$ cat config.mk
export PLATFORM = sky130hd
export DESIGN_NAME = led_sequencer
export DESIGN_NICKNAME = d
export VERILOG_FILES = /design/src/rtl/led_sequencer.sv
export SDC_FILE = /design/constraint.sdc
export NUM_CORES = 1
export LEC_CHECK = 0
export ABC_AREA = 1
export BUFFER_PORTS_ARGS = -buffer_cell sky130_fd_sc_hd__buf_2
export CORE_UTILIZATION = 30
export CTS_CLUSTER_DIAMETER = 30
export CTS_CLUSTER_SIZE = 16
export DETAILED_ROUTE_END_ITERATION = 10
export PLACE_DENSITY = 0.45
export SYNTH_ARGS = -nofsm -noshare
export SYNTH_HDL_FRONTEND = slang
export SYNTH_SLANG_ARGS = --single-unit
$ cat constraint.sdc
create_clock -name sysclock -period 1.85 [get_ports sysclock]
set_input_delay 0.185 -clock sysclock [delete_from_list [all_inputs] [get_ports sysclock]]
set_output_delay 0.185 -clock sysclock [all_outputs]
set_load 0.02 [all_outputs]
$ cat src/rtl/led_sequencer.sv
// Prescaled LED pattern engine (binary count, bouncing scanner, breathing, off)
// with a free-running PWM dimmer on the registered LED outputs.
module led_sequencer #(
  parameter int TICK_DIV    = 16777216,
  parameter int PWM_W       = 8,
  parameter int BREATH_STEP = 16
) (
  input  logic             sysclock,
  input  logic             reset_n,
  input  logic [1:0]       mode,
  input  logic [PWM_W-1:0] brightness,
  output logic [7:0]       leds,
  output logic [7:0]       pattern,
  output logic             tick
);

  localparam int               CNT_W    = (TICK_DIV > 2) ? $clog2(TICK_DIV) : 1;
  localparam logic [CNT_W-1:0] CNT_LAST = CNT_W'(TICK_DIV - 1);
  localparam logic [7:0]       STEP8    = 8'(BREATH_STEP);

  localparam logic [1:0] MODE_BIN    = 2'd0;
  localparam logic [1:0] MODE_SCAN   = 2'd1;
  localparam logic [1:0] MODE_BREATH = 2'd2;
  localparam logic [1:0] MODE_OFF    = 2'd3;

  logic [CNT_W-1:0] prescale_cnt_q, prescale_cnt_d;
  logic [PWM_W-1:0] pwm_cnt_q, pwm_cnt_d;
  logic [1:0]       active_mode_q, active_mode_d;
  logic [7:0]       count_q, count_d;
  logic [2:0]       scan_pos_q, scan_pos_d;
  logic             scan_dir_q, scan_dir_d;
  logic [7:0]       breath_lvl_q, breath_lvl_d;
  logic             breath_dir_q, breath_dir_d;
  logic [7:0]       leds_q, leds_d;
  logic [7:0]       pattern_q, pattern_d;
  logic             tick_q, tick_d;

  logic             step;
  logic [8:0]       breath_sum;
  logic [PWM_W-1:0] duty;
  logic             pwm_on;
  logic [7:0]       gated;

  // Breathing drives the duty directly; the other modes use the brightness input.
  assign duty   = (active_mode_q == MODE_BREATH) ? PWM_W'(breath_lvl_q) : brightness;
  assign pwm_on = (pwm_cnt_q < duty);

  for (genvar gi = 0; gi < 8; gi++) begin : g_gate
    assign gated[gi] = pattern_q[gi] & pwm_on;
  end

  always_comb begin
    step           = (prescale_cnt_q == CNT_LAST);
    prescale_cnt_d = step ? '0 : prescale_cnt_q + CNT_W'(1);
    pwm_cnt_d      = pwm_cnt_q + PWM_W'(1);
    tick_d         = step;
    active_mode_d  = active_mode_q;
    count_d        = count_q;
    scan_pos_d     = scan_pos_q;
    scan_dir_d     = scan_dir_q;
    breath_lvl_d   = breath_lvl_q;
    breath_dir_d   = breath_dir_q;
    breath_sum     = {1'b0, breath_lvl_q} + {1'b0, STEP8};

    if (step) begin
      active_mode_d = mode;
      // A mode change loads the new mode's initial state instead of stepping.
      if (mode != active_mode_q) begin
        case (mode)
          MODE_BIN: count_d = 8'd0;
          MODE_SCAN: begin
            scan_pos_d = 3'd0;
            scan_dir_d = 1'b0;
          end
          MODE_BREATH: begin
            breath_lvl_d = 8'd0;
            breath_dir_d = 1'b0;
          end
          default: ;
        endcase
      end else begin
        case (active_mode_q)
          MODE_BIN: count_d = count_q + 8'd1;
          MODE_SCAN: begin
            if (!scan_dir_q) begin
              if (scan_pos_q == 3'd7) begin
                scan_pos_d = 3'd6;
                scan_dir_d = 1'b1;
              end else begin
                scan_pos_d = scan_pos_q + 3'd1;
              end
            end else begin
              if (scan_pos_q == 3'd0) begin
                scan_pos_d = 3'd1;
                scan_dir_d = 1'b0;
              end else begin
                scan_pos_d = scan_pos_q - 3'd1;
              end
            end
          end
          MODE_BREATH: begin
            if (!breath_dir_q) begin
              if (breath_sum > 9'd255) begin
                breath_lvl_d = 8'd255;
                breath_dir_d = 1'b1;
              end else begin
                breath_lvl_d = breath_sum[7:0];
              end
            end else begin
              if (breath_lvl_q < STEP8) begin
                breath_lvl_d = 8'd0;
                breath_dir_d = 1'b0;
              end else begin
                breath_lvl_d = breath_lvl_q - STEP8;
              end
            end
          end
          default: ;
        endcase
      end
    end

    case (active_mode_d)
      MODE_BIN:    pattern_d = count_d;
      MODE_SCAN:   pattern_d = 8'b1 << scan_pos_d;
      MODE_BREATH: pattern_d = breath_lvl_d;
      default:     pattern_d = 8'd0;
    endcase

    case (active_mode_q)
      MODE_BIN, MODE_SCAN: leds_d = gated;
      MODE_BREATH:         leds_d = {8{pwm_on}};
      MODE_OFF:            leds_d = 8'd0;
      default:             leds_d = 8'd0;
    endcase
  end

  always_ff @(posedge sysclock) begin
    if (!reset_n) begin
      prescale_cnt_q <= '0;
      pwm_cnt_q      <= '0;
      active_mode_q  <= MODE_BIN;
      count_q        <= '0;
      scan_pos_q     <= '0;
      scan_dir_q     <= 1'b0;
      breath_lvl_q   <= '0;
      breath_dir_q   <= 1'b0;
      leds_q         <= '0;
      pattern_q      <= '0;
      tick_q         <= 1'b0;
    end else begin
      prescale_cnt_q <= prescale_cnt_d;
      pwm_cnt_q      <= pwm_cnt_d;
      active_mode_q  <= active_mode_d;
      count_q        <= count_d;
      scan_pos_q     <= scan_pos_d;
      scan_dir_q     <= scan_dir_d;
      breath_lvl_q   <= breath_lvl_d;
      breath_dir_q   <= breath_dir_d;
      leds_q         <= leds_d;
      pattern_q      <= pattern_d;
      tick_q         <= tick_d;
    end
  end

  assign leds    = leds_q;
  assign pattern = pattern_q;
  assign tick    = tick_q;

endmodule

==> results of run 1 <==
==> metal layers <==
| metal | vias up | share of wire [%] | GRT usage [%] |
|---|---|---|---|
| met1 | 1940 | 46 | 21.2 |
| li1 | 2312 | - | - |
| met5 | - | 0 | 0 |
| met2 | 66 | 48 | 29.5 |
| met3 | 13 | 3.6 | 3.80 |
| met4 | 0 | 1.7 | 6.02 |
==> power by group through the flow <==
stage	Combinational, W	Sequential (W)	Clock (W)
floorplan	0.0000842	0.00160	0
global placement	0.000146	0.00160	0
detailed placement	0.000147	0.00160	0
CTS	0.000159	0.00157	0.00194
global route	0.000182	0.00157	0.00200
finish	0.000162	0.00157	0.00189
==> critical path, delay by kind of cell (launching register included) <==
kind	cells	cell delay [ns]
buf+inv	1	0.12
simple gates	10	1.06
compound gates	2	0.23
flops	1	0.35
fa+ha+maj	1	0.15
==> registers in the layout, summed over array words and instances, names as in the netlist, 2 cells and up <==
signal and flops:
scan_pos_q 3, prescale_cnt_q 24, active_mode_q 2, leds 8, pattern 8, count_q 8
pwm_cnt_q 8, breath_lvl_q 8
==> cell usage in the layout, fill, tap and decap left out, drive strengths merged <==
cell and n:
a211oi 2, a21o 1, a21oi 36, a31oi 4
buf 135, bufinv 2, clkbuf 9, clkinv 4
clkinvlp 1, dfxtp 72, ha 17, inv 76
mux2i 1, nand2 188, nand3 35, nand3b 3
nand4 8, nor2 106, nor3 14, nor3b 2
nor4 5, o211a 1, o211ai 4, o21a 2
o21ai 29, o21bai 2, o31ai 1, or2 3
xnor2 5, xor2 6
==> logic make-up (layout without fill, tap and decap cells) <==
kind of cell,after synthesis,in the layout,synth area share [%]
flip-flops,72,72,34.7
XOR/XNOR,11,11,2.32
buffers and inverters,89,227,8.41
multiplexers,1,1,0.241
AO/OA/AOI/OAI,82,82,11.3
AND/OR/NAND/NOR,364,364,37.9
adder cells (fa/ha/maj),17,17,5.12
==> worst paths after layout <==
check                 endpoint  slack (ns)
setup / recovery    pattern[2]       -0.12
hold / removal      scan_dir_q        0.26
setup reg to reg    pattern[2]       -0.12
hold reg to reg   pwm_cnt_q[0]        0.48
==> Yosys cell counts, types with 2 or more instances <==
master / number
nor3_1: 11
nor2_2: 3
nor4_1: 5
nor2_4: 4
or2_2: 3
nor3b_1: 2
nand2_2: 6
o21ai_0: 19
nand3b_1: 3
a211oi_1: 2
nand3_1: 34
clkbuf_1: 7
nor3_2: 2
nand2_1: 181
buf_2: 5
o21ai_1: 9
nand4_1: 8
ha_1: 17
xor2_1: 6
inv_2: 8
a31oi_1: 4
nor2_1: 99
xnor2_1: 5
dfxtp_1: 72
o211ai_1: 4
a21oi_1: 36
o21a_1: 2
o21bai_2: 2
inv_1: 66
==> area by class of cell <==
cell class | instances | area (µm²) | share of cell area (%)
multi-input combinational | 475 | 2610 | 44.2
sequential | 72 | 1450 | 24.6
timing repair buffer | 135 | 1000 | 17.0
inverter | 76 | 298 | 5.05
clock buffer | 9 | 225 | 3.82
tap | 176 | 220 | 3.74
clock inverter | 7 | 95.1 | 1.61
==> timing repair <==
item,in CTS,in global routing
pin swaps,12,18
resized for setup,36,47
setup endpoints to repair,48,52
gates cloned,0,1
setup buffers,12,2
==> stage by stage <==
| step | area, µm² | instances |
|---|---|---|
| after floorplan | 4170 | 636 |
| after global placement | 5180 | 920 |
| after detailed placement | 5180 | 920 |
| after CTS | 5720 | 947 |
| after global routing | 5900 | 950 |
| final | 5900 | 950 |
==> results.cfg, run 1 <==
[outcome]
outcome = complete, but fails checks
violations = negative setup slack

[pwr]
p_comb_share_pct = 4.5
swShare_pct = 22.5
p_switching_w = 0.000817
pwr-share-seq_pct = 43.4
powerDensity_mw_per_mm2 = 615
vdd_drop_max_mv = 0.591
p_int_w = 0.00281
power.total_w = 0.00363
p_clk_share_pct = 52.1
p_leak_nw = 2.78

[critical_path]
reg2reg_depth = 14
setup.worst_path.start = prescale_cnt_q[0]
worstPathRequired_ns = 2.13
startpoint_type = flip-flop
cp_slowest_stage_delay_ns = 0.35
cp.arrival_ns = 2.25
crit_path_max_fanout = 8
critPathKind = flip-flop to flip-flop
r2r_start = prescale_cnt_q[0]
crit_chain = ha_4, nand2_4, nor2_4, nand2_2, nor2_4, nand2_4, nand2_4, o21ai_4, buf_6, nor2_4, o211ai_1, nand2_1, nor2_1, nor2_1
cp_slowest_cell = dfxtp_2
end_kind = flip-flop

[global_route]
antenna_found_initial = 0
grt_use_total_pct = 17.3
grt_max_degree = 32
grt_pass1_vias = 4200
gr-total-overflow = 0
grt_pass1_wl_um = 19600

[cells_and_area]
post-route-util_pct = 44.2
nFillCells = 1432
drive_gt1_share_pct = 30.6
layout.nets = 798
syn_to_final_growth_pct = 42.0
n_antenna_cell = 0

[logic_synthesis]
synthesis.nets = 665
syn_inst = 636
synth-seq-cells = 72
synth_edf_count = 0
ys_types = 40
synth_top_area_share_pct = 34.7
avgSynthCellArea_um2 = 6.53
yosys.area.top_type = dfxtp_1
synth_area_mm2 = 0.00415
synthArstFlopShare_pct = 0
synthTopCellsByArea = dfxtp_1 35%, nand2_1 16%, nor2_1 9.0%
yosysSeqAreaShare_pct = 34.7
synth_ff_type = dfxtp_1
yosys_warnings = 0

[timing]
grt_setup_unrepaired = true
clock.fmax_ghz = 0.507
worstMarginPinSlew_ns = 0.368
tns_ns = -0.626
fin_ws_ns = -0.123
period_needed_ns = 1.97
timing_hold_violations_final = 0
clock-skew-final_ns = 0.00559
holdWs_ns = 0.265
timing.final.crit_share_pct = 107
finalMaxSlewViolations = 0
max_slew_margin_pct = 75.4
finalSetupViolCount = 10

[place]
place_ws_ns = -0.196
portBuffers = 28
place.gp.congestion = 0.882
place_hpwl_um = 9010

[floorplanning]
die_area_mm2 = 0.0143
rows = 42
die_h_um = 120
coreArea_mm2 = 0.0133
io_pins = 29
initial_core_util_pct = 31.1
die_x_um = 120

[clocking]
cts_root_buffer = clkbuf_16
clkSinkCount = 72
hold_buffers = 0
cts.clk_slew.worst_paths_ns = 0.06
clock_latency_ns = 0.34
cts_buffer_depth = 2
htreeDepth = 3
cts_tree = yes
numCtsBuffers = 9

[worst_hold_path]
hold_path_class = primary input to flip-flop
holdPathStages = 4
hp-start = mode[1]

[flow_run]
max_cap_viol_count = 0

[drt]
routed_wl_um = 11700
ant_nets = 0
num_vias = 4331
drc = 0
post_drt_wl_per_cell_um = 12.3
drtPass1Iterations = 5
drtIter0Drc = 156
via_per_inst = 4.56
Note: power is estimated with default switching activity, not from simulation.
==> run 2: changes to the inputs <==
TNS_END_PERCENT = 1   (was not set)
==> run 2 against run 1 <==
Effect of this change: the run still ends with negative setup slack left; flip-flop and latch count did not move; highest routed layer unchanged; largest power group unchanged; sequential share of layout area is 0.60 points higher; critical path depth rose by 1; die area unchanged.
==> results.cfg, run 2 (synthesis results as in run 1) <==
[clocking]
htreeDepth = 3
clock_latency_ns = 0.34
cts_root_buffer = clkbuf_16
cts_buffer_depth = 2
clkSinkCount = 72
numCtsBuffers = 9
cts_tree = yes
cts.clk_slew.worst_paths_ns = 0.06

[cells_and_area]
largest_reg_flops = 24
layout.nets = 791
n_antenna_cell = 0
mostFrequentLayoutCells = 174 x nand2_1, 97 x nor2_1, 93 x buf_4
layout_commonest_cell = nand2_1
largest_register = prescale_cnt_q
final_cells = 943
drive_gt1_share_pct = 27.0
post-route-util_pct = 43.0
syn_to_final_growth_pct = 38.4

[pwr]
vdd_drop_max_mv = 0.471
powerDensity_mw_per_mm2 = 631
p_leak_nw = 2.77

[critical_path]
cp.arrival_ns = 2.17
r2r_start = prescale_cnt_q[0]
worstPathRequired_ns = 2.07
end_kind = flip-flop
setup.worst_path.start = prescale_cnt_q[0]
critPathKind = flip-flop to flip-flop
crit_path_max_fanout = 9
startpoint_type = flip-flop

[drt]
drtIter0Drc = 235
drc = 0
post_drt_wl_per_cell_um = 12.5
num_vias = 4305
via_per_inst = 4.57
routed_wl_um = 11800
drtPass1Iterations = 4
ant_nets = 0

[global_route]
antenna_found_initial = 0
gr-total-overflow = 0
grt_max_degree = 32
grt_pass1_vias = 4218
grt_use_total_pct = 17.7
grt_pass1_wl_um = 19900

[floorplanning]
die_x_um = 120
rows = 42
die_area_mm2 = 0.0143
coreArea_mm2 = 0.0133
die_h_um = 120
initial_core_util_pct = 31.1
io_pins = 29

[outcome]
violations = negative setup slack
outcome = complete, but fails checks

[place]
place.gp.congestion = 0.860
portBuffers = 28
place_hpwl_um = 9150
placedCellCount = 920
place_ws_ns = -0.212

[flow_run]
max_cap_viol_count = 0

[timing]
clock-skew-final_ns = 0.00533
fin_ws_ns = -0.103
grt_setup_unrepaired = true
timing_hold_violations_final = 0
max_slew_margin_pct = 74.8
timing.final.crit_share_pct = 106
period_needed_ns = 1.95
finalMaxSlewViolations = 0
worstMarginPinSlew_ns = 0.374
holdWs_ns = 0.220
tns_ns = -0.595
clock.fmax_ghz = 0.512
finalSetupViolCount = 11

[worst_hold_path]
hp-start = mode[1]
hold_path_class = primary input to flip-flop
-- run 2: path summary, 6_finish.rpt --
path             endpoint  slack [ns]  cells after the start
max            pattern[7]       -0.10                     15
min            scan_dir_q        0.22                      3
max reg2reg    pattern[7]       -0.10                     15
min reg2reg  pwm_cnt_q[0]        0.47                      1
-- run 2: report_power, final --
group / switching, W / internal, W
Clock: 0.000712 / 0.00118
Combinational: 0.0000937 / 0.0000623
Sequential: 0.0000106 / 0.00156
Total: 0.000817 / 0.00281
-- run 2: cell type report --
class	instances	area, µm²
fill	1445	7600
inverter	76	292
clock buffer	9	225
timing repair buffer	128	943
sequential	72	1450
multi-input combinational	475	2520
tap	176	220
clock inverter	7	95.1
-- run 2: timing repair --
| item | 4_1_cts | 5_1_grt |
|---|---|---|
| gates resized for setup | 29 | 18 |
| setup endpoints to repair | 43 | 59 |
| hold endpoints to repair | 0 | 0 |
| pin swaps | 11 | 7 |
| buffers inserted | 4 | 3 |
| hold buffers | 0 | 0 |
-- run 2: worst max-delay path, stage by stage (launching register included) --
cell	delay, ns
dfxtp_2	0.35
ha_4	0.15
nand2_4	0.05
nor2_4	0.14
nand2_2	0.10
nor2_4	0.14
nand2_4	0.08
nor2_4	0.16
nand2_4	0.11
buf_4	0.15
nand2_1	0.07
nand2_1	0.06
nand2_1	0.06
nand2_1	0.05
nor2_1	0.11
nor2_1	0.05
-- run 2: through the flow --
stage                     total power (W)  instance area, µm²
after global routing              0.00376                5740
after detailed placement          0.00175                5190
final                             0.00362                5740
after floorplan                   0.00169                4160
after CTS                         0.00369                5650
after global placement            0.00175                5190
-- run 2: metal layers --
metal,share of wire (%),GRT usage [%],vias to the layer above
met4,1.4,6.17,0
met2,49,30.9,61
met5,0,0,-
met1,46,21.4,1941
met3,3.6,3.85,13
li1,-,-,2290
==> run 3: changes to the inputs <==
CTS_BUF_LIST = sky130_fd_sc_hd__clkbuf_2   (was not set)
==> run 3 against run 2 <==
Effect of this change: the run still ends with negative setup slack left; cell count is 0.42% higher; final area is 2.0% lower; clock power down 43%.
==> results.cfg, run 3 (synthesis results as in run 1) <==
[global_route]
grt_pass1_wl_um = 19900
grt_max_degree = 32
grt_use_total_pct = 17.6
antenna_found_initial = 0
grt_pass1_vias = 4208
gr-total-overflow = 0

[cells_and_area]
syn_to_final_growth_pct = 35.6
layout_commonest_cell = nand2_1
largest_register = prescale_cnt_q
final_area_mm2 = 0.00563
layout.nets = 795
mostFrequentLayoutCells = 174 x nand2_1, 95 x nor2_1, 94 x buf_4
drive_gt1_share_pct = 27.9
n_antenna_cell = 0
largest_reg_flops = 24

[outcome]
violations = negative setup slack
outcome = complete, but fails checks

[place]
portBuffers = 28
place_hpwl_um = 9150
place.gp.congestion = 0.860
placed_area_mm2 = 0.00519
place_ws_ns = -0.212

[flow_run]
max_cap_viol_count = 0

[timing]
clock-skew-final_ns = 0.0408
max_slew_margin_pct = 72.7
period_needed_ns = 1.99
fin_ws_ns = -0.137
finalMaxSlewViolations = 0
clock.fmax_ghz = 0.503
finalSetupViolCount = 16
timing.final.crit_share_pct = 107
worstMarginPinSlew_ns = 0.405
holdWs_ns = 0.152
timing_hold_violations_final = 0
grt_setup_unrepaired = true
tns_ns = -0.929

[floorplanning]
die_x_um = 120
die_area_mm2 = 0.0143
die_h_um = 120
coreArea_mm2 = 0.0133
io_pins = 29
rows = 42
initial_core_util_pct = 31.1

[clocking]
cts_buffer_depth = 2
clock_latency_ns = 0.57
numCtsBuffers = 9
cts_root_buffer = clkbuf_2
cts_tree = yes
cts.clk_slew.worst_paths_ns = 0.22
clkSinkCount = 72
htreeDepth = 3

[critical_path]
r2r-end = pattern[4]
startpoint_type = flip-flop
crit_chain = ha_4, nand2_4, nor2_4, nand2_2, nor2_4, nand2_4, nor2_4, buf_6, nand3_4, inv_4, nand3_4, nand2_2, nand2_1, nand2_2, nor2_1, nor2_1
cp.arrival_ns = 2.49
r2r_start = prescale_cnt_q[0]
reg2reg_depth = 16
cpLargestDelayFamily = simple AND/OR/NAND/NOR gates
reg2reg_slack_ns = -0.14
crit_path_max_fanout = 4
critPathKind = flip-flop to flip-flop
cp_slowest_stage_delay_ns = 0.40
worstPathRequired_ns = 2.35
cp_slowest_cell = dfxtp_2
path_buf_inv = 2
end_kind = flip-flop

[drt]
ant_nets = 0
post_drt_wl_per_cell_um = 12.5
num_vias = 4343
via_per_inst = 4.59
drc = 0
routed_wl_um = 11800
drtPass1Iterations = 5
drtIter0Drc = 263

[pwr]
powerDensity_mw_per_mm2 = 501
p_leak_nw = 2.70
power.total_w = 0.00282
vdd_drop_max_mv = 0.364

[worst_hold_path]
hp-start = mode[0]
whs_endpoint = scan_dir_q
holdPathStages = 4
hold_path_class = primary input to flip-flop
run 3: how the worst max path moves through the flow:
stage | startpoint | end | slack (ns) | cells after the start
after global placement | prescale_cnt_q[0] | pattern[2] | -0.16 | 13
after global routing | prescale_cnt_q[0] | pattern[4] | -0.28 | 16
after detailed placement | prescale_cnt_q[0] | pattern[2] | -0.21 | 13
after CTS | prescale_cnt_q[1] | pattern[4] | -0.14 | 14
final | prescale_cnt_q[0] | pattern[4] | -0.14 | 16
after floorplan | prescale_cnt_q[0] | pattern[0] | -0.03 | 14
run 3: cell type report:
| type | instances | area, µm² |
|---|---|---|
| Clock buffer | 9 | 45.0 |
| Clock inverter | 7 | 95.1 |
| Fill cell | 1442 | 7720 |
| Inverter | 76 | 292 |
| Multi-Input combinational cell | 475 | 2540 |
| Sequential cell | 72 | 1450 |
| Tap cell | 176 | 220 |
| Timing Repair Buffer | 132 | 982 |
run 3: report_power, final:
part | internal, W | switching, W
combinational | 0.0000675 | 0.0000951
clock | 0.000449 | 0.000632
sequential | 0.00157 | 0.0000107
total | 0.00208 | 0.000738
run 3: metrics by stage:
| step | std cells | utilization (%) |
|---|---|---|
| 2_1_floorplan | 636 | - |
| 3_3_place_gp | 920 | 38.9 |
| 3_5_place_dp | 920 | 38.9 |
| 4_1_cts | 943 | 41.2 |
| 5_1_grt | 947 | 42.2 |
| 6_report | 947 | 42.2 |
run 3: per-layer routing:
| metal | track usage [%] | vias to the layer above | share of wire, % |
|---|---|---|---|
| met4 | 5.31 | 0 | 1.3 |
| li1 | - | 2292 | - |
| met3 | 3.61 | 12 | 3.7 |
| met2 | 30.7 | 79 | 49 |
| met5 | 0 | - | 0 |
| met1 | 21.6 | 1960 | 46 |
run 3: repair_timing:
action,in CTS,in global routing
setup endpoints to repair,47,60
pin swaps,17,11
hold buffers,2,0
buffers inserted,5,4
endpoints found under the hold margin,4,0
gates resized for setup,29,26
run 3: worst register-to-register path, cell delays in order, from the launching register on:
cell and delay (ns):
dfxtp_2 0.40, ha_4 0.15, nand2_4 0.05, nor2_4 0.14
nand2_2 0.10, nor2_4 0.14, nand2_4 0.09, nor2_4 0.16
buf_6 0.12, nand3_4 0.08, inv_4 0.10, nand3_4 0.08
nand2_2 0.07, nand2_1 0.06, nand2_2 0.07, nor2_1 0.05
nor2_1 0.09
